==> src/rtl/counter_job_scheduler.sv <==
// counter_job_scheduler: round-robin sharing of one up/down counter between
// NUM_REQ requesters. A granted job latches its direction, optional preload
// and step count, runs one action per cycle, then pulses done to its owner.
module counter_job_scheduler #(
  parameter int NUM_REQ       = 4,
  parameter int COUNTER_WIDTH = 16,
  parameter int STEP_WIDTH    = 8
) (
  input  logic                             clk,
  input  logic                             rst,
  input  logic [NUM_REQ-1:0]               req,
  input  logic [NUM_REQ-1:0]               req_dir,
  input  logic [NUM_REQ-1:0]               req_load,
  input  logic [NUM_REQ*COUNTER_WIDTH-1:0] req_load_value,
  input  logic [NUM_REQ*STEP_WIDTH-1:0]    req_steps,
  input  logic                             abort,
  output logic [NUM_REQ-1:0]               grant,
  output logic                             busy,
  output logic [NUM_REQ-1:0]               done,
  output logic [COUNTER_WIDTH-1:0]         done_value,
  output logic                             done_wrap,
  output logic                             done_aborted,
  output logic [COUNTER_WIDTH-1:0]         counter_value
);
  localparam int IDX_W = $clog2(NUM_REQ);
  localparam logic [STEP_WIDTH-1:0]    STEP_ONE = STEP_WIDTH'(1);
  localparam logic [COUNTER_WIDTH-1:0] CNT_ONE  = COUNTER_WIDTH'(1);

  typedef enum logic [1:0] {IDLE, RUN, DONE} state_t;

  state_t                   state, state_d;
  logic [IDX_W-1:0]         rr_ptr, rr_ptr_d, owner, owner_d;
  logic                     dir_q, dir_d, load_q, load_d, wrap_q, wrap_d;
  logic [COUNTER_WIDTH-1:0] load_val_q, load_val_d, cnt_d;
  logic [STEP_WIDTH-1:0]    rem_q, rem_d;
  logic [NUM_REQ-1:0]       grant_d, done_d;
  logic                     busy_d, done_wrap_d, done_aborted_d;
  logic [COUNTER_WIDTH-1:0] done_value_d;

  logic                     win_found;
  logic [IDX_W-1:0]         win, cand;
  logic [COUNTER_WIDTH-1:0] step_val, fin_val;
  logic                     step_wrap, finish, aborted;

  // Round-robin pick: scan downward so the candidate closest after rr_ptr wins.
  always_comb begin
    win_found = 1'b0;
    win       = '0;
    cand      = '0;
    for (int k = NUM_REQ; k >= 1; k--) begin
      cand = rr_ptr + IDX_W'(k);
      if (req[cand]) begin
        win_found = 1'b1;
        win       = cand;
      end
    end
  end

  // One counter step in the latched direction, flagging MAX->0 / 0->MAX.
  always_comb begin
    if (dir_q) begin
      step_val  = counter_value - CNT_ONE;
      step_wrap = (counter_value == '0);
    end else begin
      step_val  = counter_value + CNT_ONE;
      step_wrap = &counter_value;
    end
  end

  // Next-state and next-output logic for the IDLE/RUN/DONE sequencer.
  always_comb begin
    state_d        = state;
    rr_ptr_d       = rr_ptr;
    owner_d        = owner;
    dir_d          = dir_q;
    load_d         = load_q;
    load_val_d     = load_val_q;
    rem_d          = rem_q;
    wrap_d         = wrap_q;
    cnt_d          = counter_value;
    grant_d        = grant;
    busy_d         = busy;
    done_d         = '0;
    done_value_d   = done_value;
    done_wrap_d    = done_wrap;
    done_aborted_d = done_aborted;
    finish         = 1'b0;
    aborted        = 1'b0;
    fin_val        = counter_value;
    case (state)
      IDLE: begin
        if (win_found) begin
          state_d          = RUN;
          owner_d          = win;
          grant_d          = '0;
          grant_d[win]     = 1'b1;
          busy_d           = 1'b1;
          dir_d            = req_dir[win];
          load_d           = req_load[win];
          load_val_d       = req_load_value[win*COUNTER_WIDTH +: COUNTER_WIDTH];
          rem_d            = req_steps[win*STEP_WIDTH +: STEP_WIDTH];
          wrap_d           = 1'b0;
        end
      end
      RUN: begin
        if (abort) begin
          finish  = 1'b1;
          aborted = 1'b1;
        end else if (load_q) begin
          // Preload occupies its own edge and never counts as a step.
          cnt_d   = load_val_q;
          load_d  = 1'b0;
          fin_val = load_val_q;
          finish  = (rem_q == '0);
        end else if (rem_q != '0) begin
          cnt_d   = step_val;
          rem_d   = rem_q - STEP_ONE;
          wrap_d  = wrap_q | step_wrap;
          fin_val = step_val;
          finish  = (rem_q == STEP_ONE);
        end else begin
          finish  = 1'b1;
        end
        if (finish) begin
          done_d[owner]  = 1'b1;
          done_value_d   = fin_val;
          done_wrap_d    = wrap_d;
          done_aborted_d = aborted;
          grant_d        = '0;
          busy_d         = 1'b0;
          rr_ptr_d       = owner;
          state_d        = DONE;
        end
      end
      DONE: state_d = IDLE;
      default: state_d = IDLE;
    endcase
  end

  // State, job context and registered outputs.
  always_ff @(posedge clk or posedge rst) begin
    if (rst) begin
      state         <= IDLE;
      rr_ptr        <= IDX_W'(NUM_REQ - 1);
      owner         <= '0;
      dir_q         <= 1'b0;
      load_q        <= 1'b0;
      load_val_q    <= '0;
      rem_q         <= '0;
      wrap_q        <= 1'b0;
      counter_value <= '0;
      grant         <= '0;
      busy          <= 1'b0;
      done          <= '0;
      done_value    <= '0;
      done_wrap     <= 1'b0;
      done_aborted  <= 1'b0;
    end else begin
      state         <= state_d;
      rr_ptr        <= rr_ptr_d;
      owner         <= owner_d;
      dir_q         <= dir_d;
      load_q        <= load_d;
      load_val_q    <= load_val_d;
      rem_q         <= rem_d;
      wrap_q        <= wrap_d;
      counter_value <= cnt_d;
      grant         <= grant_d;
      busy          <= busy_d;
      done          <= done_d;
      done_value    <= done_value_d;
      done_wrap     <= done_wrap_d;
      done_aborted  <= done_aborted_d;
    end
  end
endmodule

==> config.mk <==
export PLATFORM = sky130hd
export DESIGN_NAME = counter_job_scheduler
export DESIGN_NICKNAME = d
export VERILOG_FILES = /design/src/rtl/counter_job_scheduler.sv
export SDC_FILE = /design/constraint.sdc
export NUM_CORES = 1
export LEC_CHECK = 0
export CAP_MARGIN = 0
export CORE_MARGIN = 1.5
export CORE_UTILIZATION = 30
export CTS_BUF_LIST = sky130_fd_sc_hd__clkbuf_2 sky130_fd_sc_hd__clkbuf_4 sky130_fd_sc_hd__clkbuf_8
export CTS_CLUSTER_SIZE = 24
export DETAILED_ROUTE_END_ITERATION = 12
export GPL_TIMING_DRIVEN = 0
export PLACE_DENSITY_LB_ADDON = 0.15
export SLEW_MARGIN = 25
export SYNTH_ARGS = -nofsm -noshare
export SYNTH_HDL_FRONTEND = slang
export SYNTH_SLANG_ARGS = --single-unit
==> constraint.sdc <==
create_clock -name clk -period 5.65 [get_ports clk]
set_input_delay 0.8475 -clock clk [delete_from_list [all_inputs] [get_ports clk]]
set_output_delay 0.8475 -clock clk [all_outputs]
set_load 0.01 [all_outputs]
# Word level (Yosys, flattened, before mapping)
# Index checks and enable logic that the tools add are counted.
[word_totals]
input_bits = 111
output_inout_bits = 43
register_bits = 76
[op_classes]
n_eq_ne = 7
bitwise_logic = 1
mux = 58
n_reduce_logical = 15
n_lt_le_gt_ge = 8
shift = 2
addsub = 6
[ops]
columns = ["operator", "count"]
rows = [
  ["$mux 16", 4],
  ["$shiftx 64x7->16", 1],
  ["$mux 8", 4],
  ["$shiftx 32x6->8", 1],
  ["$mux 1", 26],
  ["$lt 2x3->1 const B", 6],
  ["$add 16x1->16 const B", 1],
  ["$logic_not 16->1", 1],
  ["$mux 4", 4],
  ["$pmux 8 s2", 1],
  ["$reduce_and 16->1", 1],
  ["$sub 16x1->16 const B", 1],
  ["$bmux 1 s2", 6],
  ["$mux 2", 6],
  ["$ne 2x2->1 const B", 5],
  ["$eq 8x1->1 const B", 1],
  ["$logic_not 8->1", 1],
  ["$pmux 4 s2", 1],
  ["$reduce_and 2->1", 4],
  ["$reduce_bool 8->1", 1],
  ["$sub 8x1->8 const B", 1],
  ["$pmux 1 s2", 3],
  ["$reduce_and 3->1", 2],
  ["$reduce_and 5->1", 1],
  ["10 further kinds", 14],
]

# Logic depth before layout (Yosys ltp)
# Gate-level depths: netlist (run 1).
[logic_depth]
depth_word = 12
ltp_mapped = 10
depth_no_buf = 9

# Worst setup path before layout (run 1)
# No wires, ideal clock.
[synth_path]
path_kind = "register -> register"
start = "register dir_q"
end = "register done_value[8]"
setup_slack_ps = 3015
arrival_time_ps = 2558
stages_incl_launch_ff = 9
synth_period_minus_slack_ps = 2635
setup_time_ps = 77
cell_sequence = "dfrtp_1 -> fa_1 -> a211o_1 -> a21oi_1 -> nor2b_1 -> o41a_1 -> xnor2_1 -> or4_1 -> a21oi_1"
[synth_between]
elab_chain_len = 4
[synth_rtl]
columns = ["element", "line_no", "text"]
rows = [
  ["start: declaration", "33", "logic dir_q, dir_d, load_q, load_d, wrap_q, wrap_d;"],
  ["start signal: assignment", "162", "dir_q <= dir_d;"],
  ["$mux 16", "61", "if (dir_q) begin"],
  ["$mux 16", "-", ""],
  ["$mux 16", "109", "end else if (load_q) begin"],
  ["$mux 16", "-", ""],
  ["end signal: assignment", "171", "done_value <= done_value_d;"],
  ["end: declaration", "20", "output logic [COUNTER_WIDTH-1:0] done_value,"],
]
# No other way between the ends.
# A chain may end at the register's enable or synchronous reset.

# Worst setup path in the final report (run 1)
# Same ends and word-level chain as after synthesis.

==> impl_metrics.csv, run 1 <==
group,metric,value,unit
pwr,switchingPower,2.02,mW
cells_and_area,area_growth,39.2,%
drt,via_count,5610,
yosys,synth_edf_count,0,
global_route,grt_pass1_vias,5545,
cts,clk_root_buffer_cell,"clkbuf_8",
drt,vias_per_cell,5.47,
cts,cts_made_buffers,9,
cts,clk_pin_slew,0.08,ns
yosys,ys_seq_area_frac,0.361,
global_route,grt_pass1_wl,31500,µm
global_route,grtUsageMet2,0.373,
sta,hold_violations,0,
pwr,p_clk_frac,0.110,
yosys,synth_top_cell_by_area,"dfrtp_1",
floorplanning,die_x,136,µm
placed_design,placed_area,0.00712,mm²
sta,fin_crit,3.22,ns
cts,cts_tree,"yes",
sta,rsz0062_at_grt,"false",
yosys,synth_flop_cell,"dfrtp_1",
global_route,antenna_found_initial,0,
cells_and_area,finish.utilization,0.426,
sta,tightest_slew,0.932,ns
cts,hold_buffers,0,
critical_path,rr_startpoint,"dir_q",
yosys,synth_top_area_frac,0.351,
yosys,syn-num-nets,759,
cells_and_area,nFillCells,1740,
hold_path,hp-start,"rr_ptr[0]",
drt,drtAntennaViolNets,0,
yosys,avgSynthCellArea,8.37,µm²
pwr,p_int,2.19,mW
yosys,syn-cell-area,0.00527,mm²
cts,cts_setup_buffers,0,
critical_path,slowest_stage,"dfrtp_1",
global_route,grt_overflow,0,
cells_and_area,seq_area,0.00190,mm²
pwr,p_leak,3.06,nW
floorplanning,core-area,0.0172,mm²
pwr,p_seq_frac,0.265,
placed_design,io_buffers,153,
sta,min_period_over_period,0.571,
critical_path,r2r_setup_slack,2.43,ns
cells_and_area,stdcell_count,1025,
sta,fmax,310,MHz
placed_design,place.gp.congestion,0.895,
drt,remaining_drc_errors,0,
drt,drt_iter0_markers,382,
floorplanning,die_h,136,µm
critical_path,worstSetupEndpointType,"flip-flop",
yosys,async_reset_ff_frac,1.00,
hold_path,min_path_type,"flip-flop to flip-flop",
cts,ctsLongestPathBuffers,2,
cells_and_area,drive_gt1_frac,0.0638,
critical_path,r2r-end,"done_value[8]",
critical_path,startpoint,"dir_q",
drt,first_pass_iters,5,
sta,fin_tns_setup,0,ns
critical_path,worstSetupStartpointType,"flip-flop",
flow_run,drv_cap,0,
sta,finalSetupViolCount,0,
floorplanning,num_rows,48,
sta,slew_viol_final,0,
floorplanning,ios,154,
cells_and_area,final_cell_area,0.00734,mm²
yosys,synth-seq-cells,76,
placed_design,post-place-cells,1009,
hold_path,holdPathEnd,"rr_ptr[0]",
cells_and_area,nets,924,
global_route,grt_max_degree,45,
critical_path,critPathMaxFanout,19,
critical_path,path_class,"flip-flop to flip-flop",
floorplanning,initial_utilization,0.306,
cts,cts_resized,0,
pwr,swShare,0.479,
hold_path,hold_depth,2,
floorplanning,die_area,0.0184,mm²
yosys,ys.warnings.count,0,
yosys,ys_types,71,
global_route,grt_use_total,0.224,
cts,clk_latency,0.36,ns
critical_path,max_stage_delay,0.71,ns
sta,holdWs,0.474,ns
drt,wl_per_cell,19.5,µm
yosys,syn_inst,630,
pwr,ir_drop,257,µV
placed_design,dp_hpwl,15900,µm
placed_design,preCtsSetupSlack,2.12,ns
yosys,synthTopCellsByArea,"dfrtp_1 (35%), nand2_1 (8.3%), ha_1 (4.0%), a21oi_1 (3.9%), o21ai_0 (3.6%)",
global_route,use_met1,0.295,
global_route,use_met3,0.0449,
critical_path,crit_chain,"fa_1 > a211o_1 > a21oi_1 > nor2b_1 > o41a_1 > xnor2_1 > or4_1 > a21oi_1",
critical_path,cpMostUsedCell,"a21oi_1",
cells_and_area,n_antenna_cell,0,
cells_and_area,multiInputGateArea,0.00314,mm²
cts,htreeDepth,3,
sta,skew,0.0115,ns
sta,setup_ws,2.43,ns
cts,clock-sinks,76,
pwr,p_comb_frac,0.625,
pwr,p_per_area,575,mW/mm²
global_route,top_usage_layer,"met2",
sta,slew_headroom,0.374,
critical_path,rr_worst_depth,8,
run_status,outcome,"finished, final reports clean",
critical_path,critPathRequiredTime,5.93,ns
drt,routed_wl,19900,µm
critical_path,arrival,3.50,ns
pwr,power,4.22,mW
## cell usage in the layout (no fill, tap or decap), types with 10 or more instances in the layout
| cell | n |
|---|---|
| nand3_1 | 10 |
| nand2_1 | 117 |
| a21o_1 | 23 |
| nor3_1 | 10 |
| o211ai_1 | 11 |
| mux2i_1 | 10 |
| and3_1 | 10 |
| ha_1 | 17 |
| a211oi_1 | 20 |
| o21ai_0 | 38 |
| nor2_1 | 32 |
| clkbuf_1 | 28 |
| a21oi_1 | 41 |
| and2_1 | 12 |
| a311oi_1 | 17 |
| dfrtp_1 | 74 |
| clkdlybuf4s50_1 | 153 |
## cell families after synthesis
kind of cell    after synthesis  synth area share
compound gates              218             0.292
fa+ha+maj                    18            0.0441
simple gates                241             0.215
buf+inv                      53            0.0439
xor+xnor                     12            0.0199
flops                        76             0.361
mux                          12            0.0233
## layout make-up
type	instances	share of cell area
Timing Repair Buffer	154	0.212
Buffer	43	0.0264
Multi-Input combinational cell	501	0.428
Tap cell	225	0.0384
Clock inverter	6	0.0118
Inverter	10	0.00546
Sequential cell	76	0.260
Clock buffer	10	0.0179
## Yosys cell counts (all sizes together) (11+ instances only)
| master | n |
|---|---|
| nor2 | 32 |
| dfrtp | 74 |
| a21oi | 44 |
| a311oi | 17 |
| nand2 | 118 |
| clkbuf | 29 |
| a211oi | 21 |
| a21o | 24 |
| buf | 14 |
| ha | 17 |
| o211ai | 11 |
| and2 | 21 |
| o21ai | 39 |
| nor3 | 11 |
## state kept, by name, indices dropped and copies added (netlist names)
signal and flops:
wrap_q 1, owner 2, done_aborted 1, dir_q 1, load_val_q 16, state 2, rem_q 8, rr_ptr 2
done 4, done_wrap 1, load_q 1, done_value 16, busy 1, counter_value 16, grant 4
## power by group through the flow
stage | logic [mW] | registers (mW) | clock network [mW]
floorplan | 1.68 | 1.06 | 0
global placement | 2.58 | 1.11 | 0
global route | 2.91 | 1.15 | 0.500
detailed placement | 2.62 | 1.12 | 0
finish | 2.63 | 1.12 | 0.464
CTS | 2.64 | 1.11 | 0.473
## worst max-delay path by stage
stage	to	slack, ns	cells past startpoint
final	done_value[8]	2.43	8
after global routing	counter_value[9]	2.22	8
after CTS	done_value[8]	2.42	8
after detailed placement	load_val_q[13]	2.12	9
after global placement	grant[3]	1.51	2
after floorplan	busy	2.87	1
## per-layer routing
layer / up-vias / part of all wire
met2: 270 / 0.47
met5: - / 0
li1: 2666 / -
met1: 2646 / 0.44
met4: 0 / 0.018
met3: 28 / 0.076
## worst max-delay path: cells and delay by family, from the launching register on
kind	cells	cell delay [ns]
AND/OR/NAND/NOR	2	0.53
AO/OA/AOI/OAI	4	1.09
flip-flops	1	0.71
XOR/XNOR	1	0.19
adder cells (fa/ha/maj)	1	0.61
No activity file was read; power rests on OpenSTA's default activity.
==> inputs of run 2 (changes only) <==
clock period = 3 ns   (was 5.65 ns; I/O delays follow)
==> impl_metrics.csv, run 2 (synthesis gave the netlist of run 1 again) <==
group,metric,value,unit
cts,cts_made_buffers,9,
critical_path,path_class,"flip-flop to flip-flop",
cells_and_area,drive_gt1_frac,0.0697,
cells_and_area,final_cell_area,0.00737,mm²
drt,routed_wl,20100,µm
cts,clk_latency,0.35,ns
sta,hold_violations,0,
critical_path,worstSetupEndpointType,"flip-flop",
drt,remaining_drc_errors,0,
pwr,p_leak,3.08,nW
drt,wl_per_cell,19.5,µm
floorplanning,die_area,0.0184,mm²
floorplanning,core-area,0.0172,mm²
global_route,grt_overflow,0,
placed_design,place.gp.congestion,0.895,
sta,slew_viol_final,0,
sta,fin_tns_setup,0,ns
critical_path,r2r_setup_slack,0.15,ns
cts,clk_root_buffer_cell,"clkbuf_8",
cells_and_area,area_growth,39.8,%
sta,fin_crit,2.85,ns
critical_path,r2r-end,"done_value[8]",
drt,vias_per_cell,5.47,
sta,slew_headroom,0.370,
floorplanning,die_x,136,µm
pwr,ir_drop,487,µV
sta,tightest_slew,0.937,ns
cells_and_area,final_cell_mix,"clkdlybuf4s50_1 (153), nand2_1 (117), dfrtp_1 (73), a21oi_1 (40), o21ai_0 (38)",
critical_path,worstSetupStartpointType,"flip-flop",
critical_path,arrival,3.12,ns
cells_and_area,nFillCells,1742,
sta,rsz0062_at_grt,"false",
cells_and_area,n_antenna_cell,0,
sta,min_period_over_period,0.949,
drt,drtAntennaViolNets,0,
flow_run,drv_cap,0,
sta,fmax,351,MHz
placed_design,dp_hpwl,15900,µm
floorplanning,num_rows,48,
drt,drt_iter0_markers,390,
cts,htreeDepth,3,
cells_and_area,nets,927,
global_route,antenna_found_initial,0,
floorplanning,initial_utilization,0.306,
pwr,p_per_area,1090,mW/mm²
cells_and_area,final_common_cell,"clkdlybuf4s50_1",
drt,first_pass_iters,5,
placed_design,io_buffers,153,
run_status,outcome,"finished, final reports clean",
cts,clk_pin_slew,0.08,ns
global_route,grt_pass1_vias,5551,
cells_and_area,stdcell_count,1028,
placed_design,post-place-cells,1009,
critical_path,critPathMaxFanout,12,
drt,via_count,5620,
cells_and_area,finish.utilization,0.427,
global_route,grt_use_total,0.224,
hold_path,min_path_type,"primary input to asynchronous set/reset pin",
critical_path,rr_startpoint,"dir_q",
critical_path,rr_worst_depth,8,
floorplanning,die_h,136,µm
cts,cts_tree,"yes",
cells_and_area,largestRegisters,"counter_value (16), done_value (16), load_val_q (16)",
global_route,grt_max_degree,45,
sta,finalSetupViolCount,0,
global_route,grt_pass1_wl,31500,µm
cts,clock-sinks,76,
critical_path,critPathRequiredTime,3.27,ns
cts,ctsLongestPathBuffers,2,
placed_design,placed_area,0.00712,mm²
floorplanning,ios,154,
sta,skew,0.0108,ns
## run 2: timing repair
action | 4_1_cts | 5_1_grt
hold buffers | 0 | 0
buffers inserted | 0 | 3
pin swaps | 0 | 0
setup endpoints to repair | 7 | 3
gates resized for setup | 3 | 1
hold endpoints to repair | 0 | 0
gates cloned | 0 | 0
## run 2: cell type report
type                    instances  area [µm²]  share of cell area
multi-input cells             501        3140               0.427
plain buffers                  43         194              0.0263
clock buffers                  10         131              0.0178
flip-flops and latches         76        1910               0.259
clock inverters                 6        86.3              0.0117
well taps                     225         282              0.0382
inverters                      10        40.0             0.00543
repair buffers                157        1580               0.215
## run 2: worst max-delay path by stage
stage,endpoint,start,depth (start not counted),slack [ns]
6_report,done_value[8],dir_q,8,0.15
5_1_grt,load_val_q[13],req[3],9,0.01
4_1_cts,done_value[8],dir_q,8,0.09
3_5_place_dp,done_value[8],dir_q,8,-0.19
3_3_place_gp,grant[3],rst,2,-0.74
2_1_floorplan,done_value[8],dir_q,8,0.36
## run 2: per-stage QoR
stage	power, mW	hold WS, ns	setup WS (ns)
2_1_floorplan	5.16	0.441	0.365
3_3_place_gp	6.96	0.459	-0.741
3_5_place_dp	7.04	0.461	-0.194
4_1_cts	7.96	0.460	0.0851
5_1_grt	8.64	0.484	0.0126
6_report	8.00	0.458	0.154
## run 2: worst max-delay path, cell delays in order (launching register included)
cell	delay (ns)
dfrtp_4	0.57
fa_1	0.46
a211o_1	0.34
a21oi_2	0.20
nor2b_1	0.08
o41a_1	0.32
xnor2_1	0.18
or4_1	0.42
a21oi_1	0.17
## run 2: where the power goes
group / total, mW / internal [mW] / switching (mW) / leakage, nW
Combinational: 5.04 / 2.19 / 2.84 / 2.04
Sequential: 2.09 / 1.50 / 0.589 / 0.930
Clock: 0.870 / 0.478 / 0.392 / 0.110
## run 2: layer usage
metal	track usage	up-vias	part of all wire	wire length, µm
met2	0.373	246	0.47	9470
met3	0.0449	25	0.069	1390
li1	-	2676	-	-
met1	0.294	2673	0.44	8860
met5	0	-	0	0
met4	0.0627	0	0.017	345
==> inputs of run 3 (changes only) <==
ABC_CLOCK_PERIOD_IN_PS = 3000   (was default)
CAP_MARGIN = 25   (was 0)
==> results of run 3 <==
Same layout as run 2: the final DEF is identical, and so are final timing and power.
